**config.mk**
```make
export PLATFORM = sky130hd
export DESIGN_NAME = gpio_mux_ctrl_flat
export DESIGN_NICKNAME = d
export VERILOG_FILES = /design/src/rtl/gpio_pkg.sv /design/src/rtl/gpio_mux_ctrl_if.sv /design/src/rtl/gpio_sync.sv /design/src/rtl/gpio_mux_ctrl.sv /design/src/flat_wrapper.sv
export SDC_FILE = /design/constraint.sdc
export NUM_CORES = 1
export LEC_CHECK = 0
export CORE_AREA = 2 2 89 91
export CTS_CLUSTER_SIZE = 28
export DETAILED_ROUTE_END_ITERATION = 8
export DIE_AREA = 0 0 91 93
export GPL_ROUTABILITY_DRIVEN = 1
export SYNTH_ARGS = -nofsm -noshare
export SYNTH_HDL_FRONTEND = slang
export SYNTH_HIERARCHICAL = 1
export SYNTH_SLANG_ARGS = --single-unit
```
**constraint.sdc**
```tcl
create_clock -name clk -period 4.4 [get_ports clk]
set_clock_uncertainty 0.1 [all_clocks]
set_input_delay 0.88 -clock clk [delete_from_list [all_inputs] [get_ports clk]]
set_output_delay 0.88 -clock clk [all_outputs]
set_load 0.02 [all_outputs]
```
**src/rtl/gpio_pkg.sv**
```systemverilog
// gpio_pkg: shared constants and types for the GPIO pad controller.
// Register indices, the bus FSM state type and the channel-count limit.
package gpio_pkg;

    localparam logic [2:0] REG_IN   = 3'd0;
    localparam logic [2:0] REG_OUT  = 3'd1;
    localparam logic [2:0] REG_SEL  = 3'd2;
    localparam logic [2:0] REG_SET  = 3'd3;
    localparam logic [2:0] REG_CLR  = 3'd4;
    localparam logic [2:0] REG_RISE = 3'd5;
    localparam logic [2:0] REG_FALL = 3'd6;
    localparam logic [2:0] REG_STAT = 3'd7;

    localparam int NPINS_MAX = 32;

    typedef enum logic {
        ST_IDLE = 1'b0,
        ST_ACK  = 1'b1
    } bus_state_t;

endpackage

```
**src/rtl/gpio_mux_ctrl_if.sv**
```systemverilog
// gpio_mux_ctrl_if: SoC valid/ready memory-mapped bus as seen by the GPIO block.
// master = SoC core side, slave = gpio_mux_ctrl side.
interface gpio_mux_ctrl_if;
    logic        mem_valid;
    logic        mem_ready;
    logic [4:0]  mem_addr;
    logic [3:0]  mem_wstrb;
    logic [31:0] mem_wdata;
    logic [31:0] mem_rdata;

    modport master (
        output mem_valid, mem_addr, mem_wstrb, mem_wdata,
        input  mem_ready, mem_rdata
    );

    modport slave (
        input  mem_valid, mem_addr, mem_wstrb, mem_wdata,
        output mem_ready, mem_rdata
    );
endinterface

```
**src/rtl/gpio_sync.sv**
```systemverilog
// gpio_sync: per-pin input synchroniser chain plus a one-cycle-delayed copy
// of the synchronised value, used by the parent for edge detection.
module gpio_sync #(
    parameter int NPINS       = 8,
    parameter int SYNC_STAGES = 2
) (
    input  logic             clk,
    input  logic             rst,
    input  logic [NPINS-1:0] pad_in,
    output logic [NPINS-1:0] sync_out,
    output logic [NPINS-1:0] prev_out
);

    logic [NPINS-1:0] chain [SYNC_STAGES];

    // Shift raw pads through the chain; prev follows the last stage by one cycle.
    always_ff @(posedge clk) begin
        if (rst) begin
            for (int i = 0; i < SYNC_STAGES; i++) begin
                chain[i] <= '0;
            end
            prev_out <= '0;
        end else begin
            chain[0] <= pad_in;
            for (int i = 1; i < SYNC_STAGES; i++) begin
                chain[i] <= chain[i-1];
            end
            prev_out <= chain[SYNC_STAGES-1];
        end
    end

    assign sync_out = chain[SYNC_STAGES-1];

endmodule

```
**src/rtl/gpio_mux_ctrl.sv**
```systemverilog
// gpio_mux_ctrl: GPIO / fixed-function pad mux with register file and
// optional edge interrupts (build macro GPIO_IRQ_EN).
//
// Bus FSM:
//   state   | meaning
//   ST_IDLE | waiting for mem_valid; read data is captured on leaving
//   ST_ACK  | mem_ready high for one cycle, write applied at the end
module gpio_mux_ctrl
    import gpio_pkg::*;
#(
    parameter int NPINS       = 8,
    parameter int SYNC_STAGES = 2
) (
    input  logic             clk,
    input  logic             rst,
    gpio_mux_ctrl_if.slave   bus,
    input  logic [NPINS-1:0] func_out,
    input  logic [NPINS-1:0] pad_in,
    output logic [NPINS-1:0] pad_out,
    output logic             irq
);

    bus_state_t       state;
    logic [NPINS-1:0] out_q;
    logic [NPINS-1:0] sel_q;
    logic [NPINS-1:0] in_sync;
    logic [NPINS-1:0] in_prev;
    logic [31:0]      bmask;
    logic [31:0]      wbits32;
    logic [NPINS-1:0] wmask;
    logic [NPINS-1:0] wbits;
    logic             wr_en;
    logic [2:0]       idx;
    logic [NPINS-1:0] rd_pins;
    logic [31:0]      rd_val;
    logic             unused_ok;

    gpio_sync #(
        .NPINS       (NPINS),
        .SYNC_STAGES (SYNC_STAGES)
    ) u_sync (
        .clk      (clk),
        .rst      (rst),
        .pad_in   (pad_in),
        .sync_out (in_sync),
        .prev_out (in_prev)
    );

    assign idx     = bus.mem_addr[4:2];
    assign bmask   = {{8{bus.mem_wstrb[3]}}, {8{bus.mem_wstrb[2]}},
                      {8{bus.mem_wstrb[1]}}, {8{bus.mem_wstrb[0]}}};
    assign wbits32 = bus.mem_wdata & bmask;
    assign wmask   = bmask[NPINS-1:0];
    assign wbits   = wbits32[NPINS-1:0];
    assign wr_en   = (state == ST_ACK) && (bus.mem_wstrb != 4'b0000);

    // Pad ownership: GPIO where SEL is set, SoC function elsewhere.
    assign pad_out = (out_q & sel_q) | (func_out & ~sel_q);

`ifdef GPIO_IRQ_EN
    localparam int ARM_MAX = SYNC_STAGES + 1;

    logic [2:0]       arm_cnt;
    logic             armed;
    logic [NPINS-1:0] rise_en;
    logic [NPINS-1:0] fall_en;
    logic [NPINS-1:0] irq_stat;
    logic [NPINS-1:0] evt;
    logic [NPINS-1:0] w1c;

    assign armed = (arm_cnt == 3'(ARM_MAX));
    assign evt   = armed ? ((in_sync & ~in_prev & rise_en) |
                            (~in_sync & in_prev & fall_en)) : '0;
    assign w1c   = (wr_en && idx == REG_STAT) ? wbits : '0;
    assign irq   = |irq_stat;

    // Edge-enable registers, sticky status (hardware set beats W1C), arm counter.
    always_ff @(posedge clk) begin
        if (rst) begin
            arm_cnt  <= '0;
            rise_en  <= '0;
            fall_en  <= '0;
            irq_stat <= '0;
        end else begin
            if (!armed) begin
                arm_cnt <= arm_cnt + 3'd1;
            end
            irq_stat <= (irq_stat & ~w1c) | evt;
            if (wr_en && idx == REG_RISE) begin
                rise_en <= (rise_en & ~wmask) | wbits;
            end
            if (wr_en && idx == REG_FALL) begin
                fall_en <= (fall_en & ~wmask) | wbits;
            end
        end
    end
`else
    logic unused_prev;
    assign unused_prev = ^in_prev;
    assign irq         = 1'b0;
`endif

    // Read decode; write-only and absent registers return zero.
    always_comb begin
        rd_pins = '0;
        rd_val  = '0;
        case (idx)
            REG_IN:   rd_pins = in_sync;
            REG_OUT:  rd_pins = out_q;
            REG_SEL:  rd_pins = sel_q;
`ifdef GPIO_IRQ_EN
            REG_RISE: rd_pins = rise_en;
            REG_FALL: rd_pins = fall_en;
            REG_STAT: rd_pins = irq_stat;
`endif
            default:  rd_pins = '0;
        endcase
        rd_val[NPINS-1:0] = rd_pins;
    end

    // Bus handshake: capture read data entering ACK, hold ready for one cycle.
    always_ff @(posedge clk) begin
        if (rst) begin
            state         <= ST_IDLE;
            bus.mem_ready <= 1'b0;
            bus.mem_rdata <= '0;
        end else begin
            case (state)
                ST_IDLE: begin
                    if (bus.mem_valid) begin
                        state         <= ST_ACK;
                        bus.mem_ready <= 1'b1;
                        bus.mem_rdata <= rd_val;
                    end
                end
                ST_ACK: begin
                    state         <= ST_IDLE;
                    bus.mem_ready <= 1'b0;
                    bus.mem_rdata <= '0;
                end
                default: begin
                    state         <= ST_IDLE;
                    bus.mem_ready <= 1'b0;
                    bus.mem_rdata <= '0;
                end
            endcase
        end
    end

    // OUT and SEL register writes, including the set/clear aliases of OUT.
    always_ff @(posedge clk) begin
        if (rst) begin
            out_q <= '0;
            sel_q <= '0;
        end else if (wr_en) begin
            case (idx)
                REG_OUT: out_q <= (out_q & ~wmask) | wbits;
                REG_SEL: sel_q <= (sel_q & ~wmask) | wbits;
                REG_SET: out_q <= out_q | wbits;
                REG_CLR: out_q <= out_q & ~wbits;
                default: ;
            endcase
        end
    end

    assign unused_ok = ^{bus.mem_addr[1:0], bmask, wbits32};

endmodule

```
**src/flat_wrapper.sv**
```systemverilog
// flat-port wrapper written by rule: the top's interface ports become plain ports
module gpio_mux_ctrl_flat import gpio_pkg::*;
#(
    parameter int NPINS       = 8,
    parameter int SYNC_STAGES = 2
)
  (clk, rst, func_out, pad_in, pad_out, irq, bus_mem_valid, bus_mem_addr, bus_mem_wstrb, bus_mem_wdata, bus_mem_ready, bus_mem_rdata);
  gpio_mux_ctrl_if bus_i ();
  input  logic clk;
  input  logic rst;
  input  logic [NPINS-1:0] func_out;
  input  logic [NPINS-1:0] pad_in;
  output logic [NPINS-1:0] pad_out;
  output logic irq;
  input wire logic [$bits(bus_i.mem_valid)-1:0] bus_mem_valid;
  input wire logic [$bits(bus_i.mem_addr)-1:0] bus_mem_addr;
  input wire logic [$bits(bus_i.mem_wstrb)-1:0] bus_mem_wstrb;
  input wire logic [$bits(bus_i.mem_wdata)-1:0] bus_mem_wdata;
  output wire logic [$bits(bus_i.mem_ready)-1:0] bus_mem_ready;
  output wire logic [$bits(bus_i.mem_rdata)-1:0] bus_mem_rdata;
  assign bus_i.mem_valid = bus_mem_valid;
  assign bus_i.mem_addr = bus_mem_addr;
  assign bus_i.mem_wstrb = bus_mem_wstrb;
  assign bus_i.mem_wdata = bus_mem_wdata;
  assign bus_mem_ready = bus_i.mem_ready;
  assign bus_mem_rdata = bus_i.mem_rdata;
  gpio_mux_ctrl #(.NPINS(NPINS), .SYNC_STAGES(SYNC_STAGES)) u_core (.clk(clk), .rst(rst), .bus(bus_i), .func_out(func_out), .pad_in(pad_in), .pad_out(pad_out), .irq(irq));
endmodule
```
==> out/results.txt <==
Tmin final: 3070 ps
Status: complete, no violations
Clk buf depth: 2
Netlist Area Pre-Place: 2170 sq um
Cell count after synthesis: 223
Placement Setup Slack: 1080 ps
Die width: 91 microns
Global-route wire length before repair: 7.62 mm
P_sw: 0.000205 W
GRT Resource Usage Total: 0.115
VDD IR max: 0.116 mV
Buffers plus inverters on the worst setup path: 2
Critical path arrival: 2090 ps
Clock group share of total power: 0.369
Root Driver: clkbuf_8
Drt initial violations: 88
Initial antenna violation count: 0
Switching share of power: 0.245
Worst hold path class: flip-flop to flip-flop
Pwr Density: 313 nW/um^2
Fin Setup TNS: 0 ps
Unrepaired setup endpoints after global routing: false
FF-to-FF Start: u_core/state
Resized cells post-CTS: 0
PnR worst setup slack: 1330 ps
CP most frequent cell: clkdlybuf4s50_1
Post-DP HPWL: 3.39 mm
Clk slew on worst S/H paths: 70 ps
Worst-path cell chain: clkdlybuf4s50_1, mux2_2, clkdlybuf4s50_1
Hold EP: u_core/u_sync/chain[0][12]
Maximum clock rate: 326 MHz
Final RePlAce weighted congestion: 0.732
CTS tree: yes
Largest net degree at the start of global routing: 23
CP peak stage delay: 540 ps
WP data required: 3420 ps
Startpoint types: primary input
TritonCTS buffer count: 5
Syn avg cell area: 9.72 sq um
WS Path Type: primary input to output pin
Row cnt: 32
Die height: 93 microns
Final Cycle Share: 0.697
Worst reg-to-reg path cell count: 3
Via count: 1586
Total number of H-tree levels: 2
Sink Count: 42
Port bufs: 50
Ys Warns: 6
Synth-to-Final Area Change: 23.3%
Die area: 8460 sq um
Hold buffers post-CTS: 0
Drt first pass iters: 4
Reg-to-reg slack, setup: 2740 ps
Routed wire per std cell: 13.2 microns
Vias in the first global route: 1534
Gate power share: 0.154
Critical path fanouts, max: 1
Min-delay src: u_core/u_sync/chain[0][4]
Core area: 7530 sq um
Post-DR vias/cell: 4.38
Final ANT Viol Nets: 0
Nets: 320
Leakage Power: 1.01 nW
Clock Latency Late Sink: 290 ps
Slew headroom: 0.434
Crit path max-delay cell type: clkdlybuf4s50_1
Worst-margin pin slew: 847 ps
Final Hold Fails: 0
Number of max-cap violations: 0
Initial Util: 0.288
Share of layout cells above drive strength 1: 0.138
Final setup viols: 0
Ant. Diodes: 0
Flop pwr share: 0.478
Crit. End Element: output pin
Top delay family on crit path: buffers and inverters
Int Pwr: 0.000631 W
# IOs: 102
Worst Hold Depth: 1
Number of setup buffers added after CTS: 0
Gr ovfl total: 0
Drt drc: 0
Pins Over Slew Limit: 0
Final wirelength: 4.78 mm
layer usage:
metal  vias to the layer above  global-route usage  share of wire
met5                         -                   0              0
met4                         0              0.0328         0.0094
met3                         4              0.0363          0.067
met2                        60               0.191           0.46
met1                       739               0.143           0.46
li1                        783                   -              -
metrics by stage:
step	std cells	util	cell area, sq um	hold WS (ps)	power [W]
after floorplan	247	-	2260	311	0.000506
after global placement	355	0.340	2560	324	0.000534
after detailed placement	355	0.340	2560	322	0.000536
after CTS	362	0.355	2670	346	0.000846
after global routing	362	0.355	2670	378	0.000875
final	362	0.355	2670	345	0.000836
power by group through the flow:
| stage | logic, W | registers (W) | clock network [W] |
|---|---|---|---|
| 3_5_place_dp | 0.000128 | 0.000408 | 0 |
| 2_1_floorplan | 0.0000986 | 0.000407 | 0 |
| 3_3_place_gp | 0.000126 | 0.000408 | 0 |
| 6_report | 0.000129 | 0.000399 | 0.000308 |
| 5_1_grt | 0.000140 | 0.000401 | 0.000335 |
| 4_1_cts | 0.000129 | 0.000399 | 0.000318 |
cell usage in the layout (no fill, tap or decap), types with 9 or more instances in the layout:
cell,count
nor2_1,19
inv_1,16
clkdlybuf4s50_1,50
nor2b_2,11
nand2_1,9
conb_1,25
mux2i_1,16
dfxtp_1,42
worst max-delay path by stage:
stage | startpoint | to | slack [ps] | depth (start not counted)
2_1_floorplan | bus_mem_wstrb[0] | u_core/out_q[4] | 2180 | 6
3_3_place_gp | bus_mem_addr[2] | u_core/out_q[7] | 1150 | 5
3_5_place_dp | bus_mem_addr[2] | u_core/out_q[2] | 1080 | 5
4_1_cts | func_out[1] | pad_out[1] | 1320 | 3
5_1_grt | bus_mem_addr[2] | u_core/out_q[2] | 1250 | 5
6_report | func_out[1] | pad_out[1] | 1330 | 3
layout make-up:
class | instances | area [sq um]
repair buffers | 52 | 515
inverters | 16 | 60.1
multi-input cells | 143 | 1020
clock inverters | 1 | 30.0
well taps | 102 | 128
fillers | 805 | 4850
clock buffers | 6 | 82.6
flip-flops and latches | 42 | 841
worst register-to-register path, cell delays in order (launching register included):
cell	delay, ps
dfxtp_1	480
and4b_1	640
mux2i_1	260
nor2_1	50
No activity file was read; power rests on OpenSTA's default activity.
